$ cat src/rtl/rr_arbiter8_pkg.sv
// ---------------------------------------------------------------------------
// rr_arbiter8_pkg
// Shared definitions for the 8-way round-robin arbiter: requester count,
// index/counter widths, FSM state encoding, the default hold limit, and a
// one-hot to index helper used when a winner is recorded as the new pointer.
// ---------------------------------------------------------------------------
package rr_arbiter8_pkg;

  localparam int N_REQ            = 8;
  localparam int IDX_W            = $clog2(N_REQ);
  localparam int HOLD_W           = 8;
  localparam int MAX_HOLD_DEFAULT = 15;

  typedef enum logic {
    IDLE  = 1'b0,
    GRANT = 1'b1
  } state_e;

  // Index of the set bit in a one-hot vector (0 when the vector is empty).
  function automatic logic [IDX_W-1:0] onehot_to_idx(input logic [N_REQ-1:0] v);
    logic [IDX_W-1:0] idx;
    idx = '0;
    for (int i = 0; i < N_REQ; i++) begin
      if (v[i]) idx = IDX_W'(i);
    end
    return idx;
  endfunction

endpackage

$ cat src/rtl/rr_arbiter8_pick8.sv
// ---------------------------------------------------------------------------
// rr_pick8
// Combinational rotate-priority picker. Scans req starting one position after
// ptr (ptr+1, ptr+2, ... wrapping modulo 8, ptr itself last) and returns the
// first requester found as a one-hot vector.
//
// Ports
//   req  [7:0] in  : request lines
//   ptr  [2:0] in  : index of the most recently granted requester
//   pick [7:0] out : one-hot winner, all-zero when no request is pending
//   any        out : at least one request is pending
// ---------------------------------------------------------------------------
module rr_pick8
  import rr_arbiter8_pkg::*;
(
  input  logic [N_REQ-1:0] req,
  input  logic [IDX_W-1:0] ptr,
  output logic [N_REQ-1:0] pick,
  output logic             any
);

  logic [IDX_W-1:0] idx;
  logic             found;

  assign any = |req;

  // NOTE: every variable assigned in an always_comb gets a default at the top
  // of the block, so no path leaves it holding its old value (no latch).
  always_comb begin
    pick  = '0;
    found = 1'b0;
    idx   = '0;
    // The index adder wraps naturally at IDX_W bits, giving the modulo-8 scan.
    for (int i = 1; i <= N_REQ; i++) begin
      idx = ptr + IDX_W'(i);
      if (!found && req[idx]) begin
        pick[idx] = 1'b1;
        found     = 1'b1;
      end
    end
  end

endmodule

$ cat src/rtl/rr_arbiter8.sv
// ---------------------------------------------------------------------------
// rr_arbiter8
// Eight-requester round-robin arbiter with a bounded grant hold time.
// A grant is issued one cycle after a request is seen in IDLE and held until
// the holder raises done, drops its request, or has held for MAX_HOLD cycles.
// Every release passes through IDLE, so consecutive grants are always
// separated by at least one cycle with gnt = 0.
//
// Ports
//   Clock          in  : rising-edge clock
//   Resetn         in  : asynchronous active-low reset
//   req      [7:0] in  : level-sensitive request lines
//   done           in  : current holder releases the grant (ignored in IDLE)
//   gnt      [7:0] out : registered grant, one-hot or zero
//   gnt_valid      out : registered, equals |gnt
//   timeout        out : registered one-cycle pulse after a forced release
// ---------------------------------------------------------------------------
module rr_arbiter8
  import rr_arbiter8_pkg::*;
#(
  parameter int unsigned MAX_HOLD = MAX_HOLD_DEFAULT  // legal range 1..255
) (
  input  logic             Clock,
  input  logic             Resetn,
  input  logic [N_REQ-1:0] req,
  input  logic             done,
  output logic [N_REQ-1:0] gnt,
  output logic             gnt_valid,
  output logic             timeout
);

  state_e            state, state_d;
  logic [IDX_W-1:0]  ptr, ptr_d;
  logic [HOLD_W-1:0] hold_cnt, hold_cnt_d;
  logic [N_REQ-1:0]  gnt_d;
  logic              gnt_valid_d;
  logic              timeout_d;

  logic [N_REQ-1:0]  pick;
  logic              any;
  logic              holder_req;
  logic              hold_limit;
  logic              release_now;

  rr_pick8 u_pick (
    .req  (req),
    .ptr  (ptr),
    .pick (pick),
    .any  (any)
  );

  // In GRANT, ptr is the index of the current holder.
  assign holder_req  = req[ptr];
  assign hold_limit  = (hold_cnt == HOLD_W'(MAX_HOLD - 1));
  assign release_now = done || !holder_req || hold_limit;

  always_comb begin
    state_d     = state;
    ptr_d       = ptr;
    hold_cnt_d  = hold_cnt;
    gnt_d       = gnt;
    gnt_valid_d = gnt_valid;
    timeout_d   = 1'b0;

    unique case (state)
      IDLE: begin
        gnt_d       = '0;
        gnt_valid_d = 1'b0;
        if (any) begin
          gnt_d       = pick;
          gnt_valid_d = 1'b1;
          ptr_d       = onehot_to_idx(pick);
          hold_cnt_d  = '0;
          state_d     = GRANT;
        end
      end

      GRANT: begin
        if (release_now) begin
          gnt_d       = '0;
          gnt_valid_d = 1'b0;
          state_d     = IDLE;
          // Forced only when neither voluntary cause is present.
          timeout_d   = hold_limit && !done && holder_req;
        end else if (hold_cnt != '1) begin
          hold_cnt_d = hold_cnt + 1'b1;
        end
      end

      default: state_d = IDLE;
    endcase
  end

  // NOTE: state registers use non-blocking assignments so every flop samples
  // the values from before the edge, independent of statement order.
  always_ff @(posedge Clock or negedge Resetn) begin
    if (!Resetn) begin
      state     <= IDLE;
      ptr       <= IDX_W'(N_REQ - 1);  // requester 0 scans first after reset
      hold_cnt  <= '0;
      gnt       <= '0;
      gnt_valid <= 1'b0;
      timeout   <= 1'b0;
    end else begin
      state     <= state_d;
      ptr       <= ptr_d;
      hold_cnt  <= hold_cnt_d;
      gnt       <= gnt_d;
      gnt_valid <= gnt_valid_d;
      timeout   <= timeout_d;
    end
  end

endmodule
$ cat config.mk
export PLATFORM = sky130hd
export DESIGN_NAME = rr_arbiter8
export DESIGN_NICKNAME = d
export VERILOG_FILES = /design/src/rtl/rr_arbiter8_pkg.sv /design/src/rtl/rr_arbiter8_pick8.sv /design/src/rtl/rr_arbiter8.sv
export SDC_FILE = /design/constraint.sdc
export NUM_CORES = 1
export LEC_CHECK = 0
export ABC_AREA = 1
export CORE_MARGIN = 3
export CORE_UTILIZATION = 35
export CTS_CLUSTER_DIAMETER = 120
export CTS_CLUSTER_SIZE = 25
export DETAILED_ROUTE_END_ITERATION = 12
export GPL_ROUTABILITY_DRIVEN = 0
export GPL_TIMING_DRIVEN = 0
export HOLD_SLACK_MARGIN = 0.05
export PLACE_DENSITY = 0.53
export REMOVE_ABC_BUFFERS = 1
export SETUP_SLACK_MARGIN = 0.3
export SLEW_MARGIN = 20
export SYNTH_ARGS = -nofsm -noshare
export SYNTH_HDL_FRONTEND = slang
export SYNTH_SLANG_ARGS = --single-unit
$ cat constraint.sdc
create_clock -name Clock -period 2.75 [get_ports Clock]
set_input_delay 0.55 -clock Clock [delete_from_list [all_inputs] [get_ports Clock]]
set_output_delay 0.55 -clock Clock [all_outputs]
set_load 0.01 [all_outputs]
==> impl_summary.md <==
Run status
The run finished with clean final reports.

Routing
The detailed router placed 2740 vias in this run. The detailed router finished its first iteration with about 300 violations. After detailed routing, the number of remaining DRC violations is 0. The average routed wire per standard cell is 15.1 um. The overall routed net length is 7490 um. The per-cell via count in the routed design is 5.51.

The detail route stage leaves a number of antenna-violating nets equal to 0. The first detailed-routing pass took 6 iterations.

Floorplanning
The die is 88.6 um tall. The floorplan step defined a die boundary enclosing 7840 um^2. The initial utilization of the core area, before any placement, comes to 36.7%. The area of the core region is 6490 um^2. The total number of placement rows is 29. During I/O placement, the number of pins put on the boundary was 21. The chip width is 88.6 um.

Worst setup path
The worst setup path is launched from a flip-flop. The worst path required time is between 2 and 3 ns. The critical setup path kind is reg -> reg. Of all nets on the critical path, the largest fanout is 6. STA classifies the critical path endpoint as a flip-flop. Data arrives at the worst endpoint at around 2.8 ns.

STA
The fraction of the cycle the final worst path needs is 92.5%. Hold timing on the final database bottoms out at a slack of 0.477 ns. The final count of pins violating max slew is 0. Static timing analysis puts the maximum clock frequency at 0.393 GHz. Setup repair after global routing could not meet its margin everywhere. Setup violations remaining at the end of the flow were counted as 0. For the final database, setup skew stands at 0.00661 ns. The transition time of the tightest slew-check pin is 0.987 ns. The relative slew slack is 34.0%. The number of hold-slack violations in the final timing report is 0. The time the worst path needs with I/O delays and setup is 2.54 ns.

Clock network
Counting the buffers created by CTS gives 3. TritonCTS built the clock tree. The number of H-tree levels is 1. The number of hold-repair buffers added at the cts stage is 0. The clock reaches the later pin of the worst-skew pair after between 0.2 and 0.3 ns. CTS saw 22 sinks.

The buffer type at the clock tree root is sky130_fd_sc_hd__clkbuf_8. Counting along the longest clock path gives a buffer depth of 2. The clock transition at the register clock pins on the worst setup and hold paths after CTS is around 0.080 ns.

Cells and area
The share of cells above drive strength 1 is 34.5%. The antenna cell count is 0. At the end of the flow, the number of nets in the layout was 440. The filler cells instantiated in the layout total 625. The layout overhead on the synthesized area is 43.6%.

Yosys
After synthesis, the cell types taking the most area are sky130_fd_sc_hd__dfrtp_1, sky130_fd_sc_hd__nand2_1, sky130_fd_sc_hd__nand3_1. The mapped netlist covers 2390 um^2. The proportion of register bits with asynchronous set or reset after synthesis is 100%.

The biggest area contributor in the post-synthesis netlist is sky130_fd_sc_hd__dfrtp_1. The dominant cell by count in the synthesized netlist is sky130_fd_sc_hd__nand2_1. Synthesis produced a netlist whose cell count is about 370.

The share of the yosys chip area belonging to registers is between 20 and 25%. The number of flip-flops and latches in the synthesized netlist is 22. Yosys mapped a number of flops with a built-in enable equal to 0. For this run, the leading register cell type out of synthesis is sky130_fd_sc_hd__dfrtp_1. In this run, distinct cell masters in the synthesized netlist total 41.

The per-instance average area after synthesis is 6.50 um^2. Ranked by instance count, the synthesized netlist is headed by sky130_fd_sc_hd__nand2_1, sky130_fd_sc_hd__nand3_1, sky130_fd_sc_hd__nor2_1. The area share of the leading cell type in the synthesized netlist is 19.9%. Yosys printed 0 warnings.

GRT
The largest net degree at the start of global routing is 23. The sum of overflow across all layers after global routing is 0. The number of antenna violations at the first check in global routing is 0. The first global-routing pass estimated 11900 um of wire. Across every metal layer, demand over resource in global routing totals between 10% and 20%. The number of global-route vias before repair was roughly 2500.

Placed design
The number of port buffers is 20. Detailed placement ended at an HPWL of 5150 um.

Run
The tool flagged a number of max-cap violations equal to 0.

Hold path
In this run the worst hold path is classified as reg -> reg.
## worst max-delay path, stage by stage, from the launching register on
cell and delay, ns:
sky130_fd_sc_hd__dfstp_4 0.69, sky130_fd_sc_hd__inv_12 0.04, sky130_fd_sc_hd__ha_4 0.35, sky130_fd_sc_hd__buf_6 0.12, sky130_fd_sc_hd__nand3_2 0.08, sky130_fd_sc_hd__nand3_2 0.11
sky130_fd_sc_hd__nand2_4 0.09, sky130_fd_sc_hd__inv_6 0.10, sky130_fd_sc_hd__nand4_4 0.14, sky130_fd_sc_hd__buf_6 0.17, sky130_fd_sc_hd__nor2_4 0.15, sky130_fd_sc_hd__nand3_1 0.10
sky130_fd_sc_hd__nand3_2 0.14, sky130_fd_sc_hd__buf_6 0.10, sky130_fd_sc_hd__a22o_1 0.10
## sequential cells by signal (all words and copies together), names as in the netlist
signal / flops
gnt: 8
hold_cnt: 8
state: 1
ptr: 3
timeout: 1
gnt_valid: 1
## cells by family after synthesis
| logic type | synth area share, % |
|---|---|
| AOI/OAI and AO/OA | 6.56 |
| buffers and inverters | 9.91 |
| xor gates and xnor gates | 2.10 |
| DFF | 23.2 |
| adders and majority gates | 4.20 |
| and+or+nand+nor | 54.0 |
## stage by stage
step | setup TNS (ns) | cell area [um^2] | setup WS, ns | cells | utilization [%]
after floorplan | -0.860 | 2320 | -0.150 | 359 | -
after global placement | -9.33 | 2620 | -0.943 | 456 | 40.3
after detailed placement | -9.08 | 2620 | -0.919 | 456 | 40.3
after CTS | 0 | 3220 | 0.245 | 491 | 49.6
after global routing | 0 | 3430 | 0.0942 | 497 | 52.8
final | 0 | 3430 | 0.207 | 497 | 52.8
## final cells by class
class | count | area [um^2] | area share, %
inverters | 45 | 201 | 5.88
repair buffers | 54 | 485 | 14.2
clock buffers | 3 | 41.3 | 1.20
well taps | 77 | 96.3 | 2.81
repair inverters | 1 | 8.76 | 0.256
multi-input cells | 294 | 2010 | 58.5
clock inverters | 1 | 30.0 | 0.876
flip-flops and latches | 22 | 558 | 16.3
## path summary, 6_finish.rpt
| check | from | to | slack, ns | depth (start not counted) |
|---|---|---|---|---|
| max in group asynchronous | Resetn | gnt[3]$_DFFE_PN0P_ | 1.33 | 1 |
| worst max-delay path | ptr[0]$_DFFE_PN1P_ | gnt[4]$_DFFE_PN0P_ | 0.21 | 14 |
| worst max register to register | ptr[0]$_DFFE_PN1P_ | gnt[4]$_DFFE_PN0P_ | 0.21 | 14 |
| worst min-delay path | gnt_valid$_DFFE_PN0P_ | gnt_valid$_DFFE_PN0P_ | 0.48 | 2 |
| min in group asynchronous | Resetn | timeout$_DFF_PN0_ | 0.83 | 1 |
| worst min register to register | gnt_valid$_DFFE_PN0P_ | gnt_valid$_DFFE_PN0P_ | 0.48 | 2 |
## per-layer routing
metal,share of wire (%),up-vias,routed length (um),global-route usage [%]
li1,-,1324,-,-
met1,43,1258,3260,25.8
met2,47,132,3540,31.3
met3,6.7,26,500,3.35
met4,2.7,0,199,5.22
met5,0,-,0,0
## cells in the final DEF, fill, tap and decap left out, types with 7 or more instances in the layout
cell	n
sky130_fd_sc_hd__nand2_2	18
sky130_fd_sc_hd__nand3_1	39
sky130_fd_sc_hd__buf_4	28
sky130_fd_sc_hd__nand4_1	9
sky130_fd_sc_hd__clkdlybuf4s50_1	20
sky130_fd_sc_hd__nand3_4	7
sky130_fd_sc_hd__dfrtp_1	19
sky130_fd_sc_hd__nand2_1	72
sky130_fd_sc_hd__nor3_1	14
sky130_fd_sc_hd__nand3_2	19
sky130_fd_sc_hd__inv_1	33
sky130_fd_sc_hd__nor2_2	15
sky130_fd_sc_hd__nand2_4	12
sky130_fd_sc_hd__nor2_1	35
## what timing repair did
item                       4_1_cts  5_1_grt
resized for setup               66       41
hold endpoints to repair         0        0
gates cloned                     2        1
setup endpoints to repair       13       15
pin swaps                       27       32
setup buffers                   29        5
Power is not shown: default switching activity piles up to over one toggle a cycle in this logic, so the estimate is an artifact.
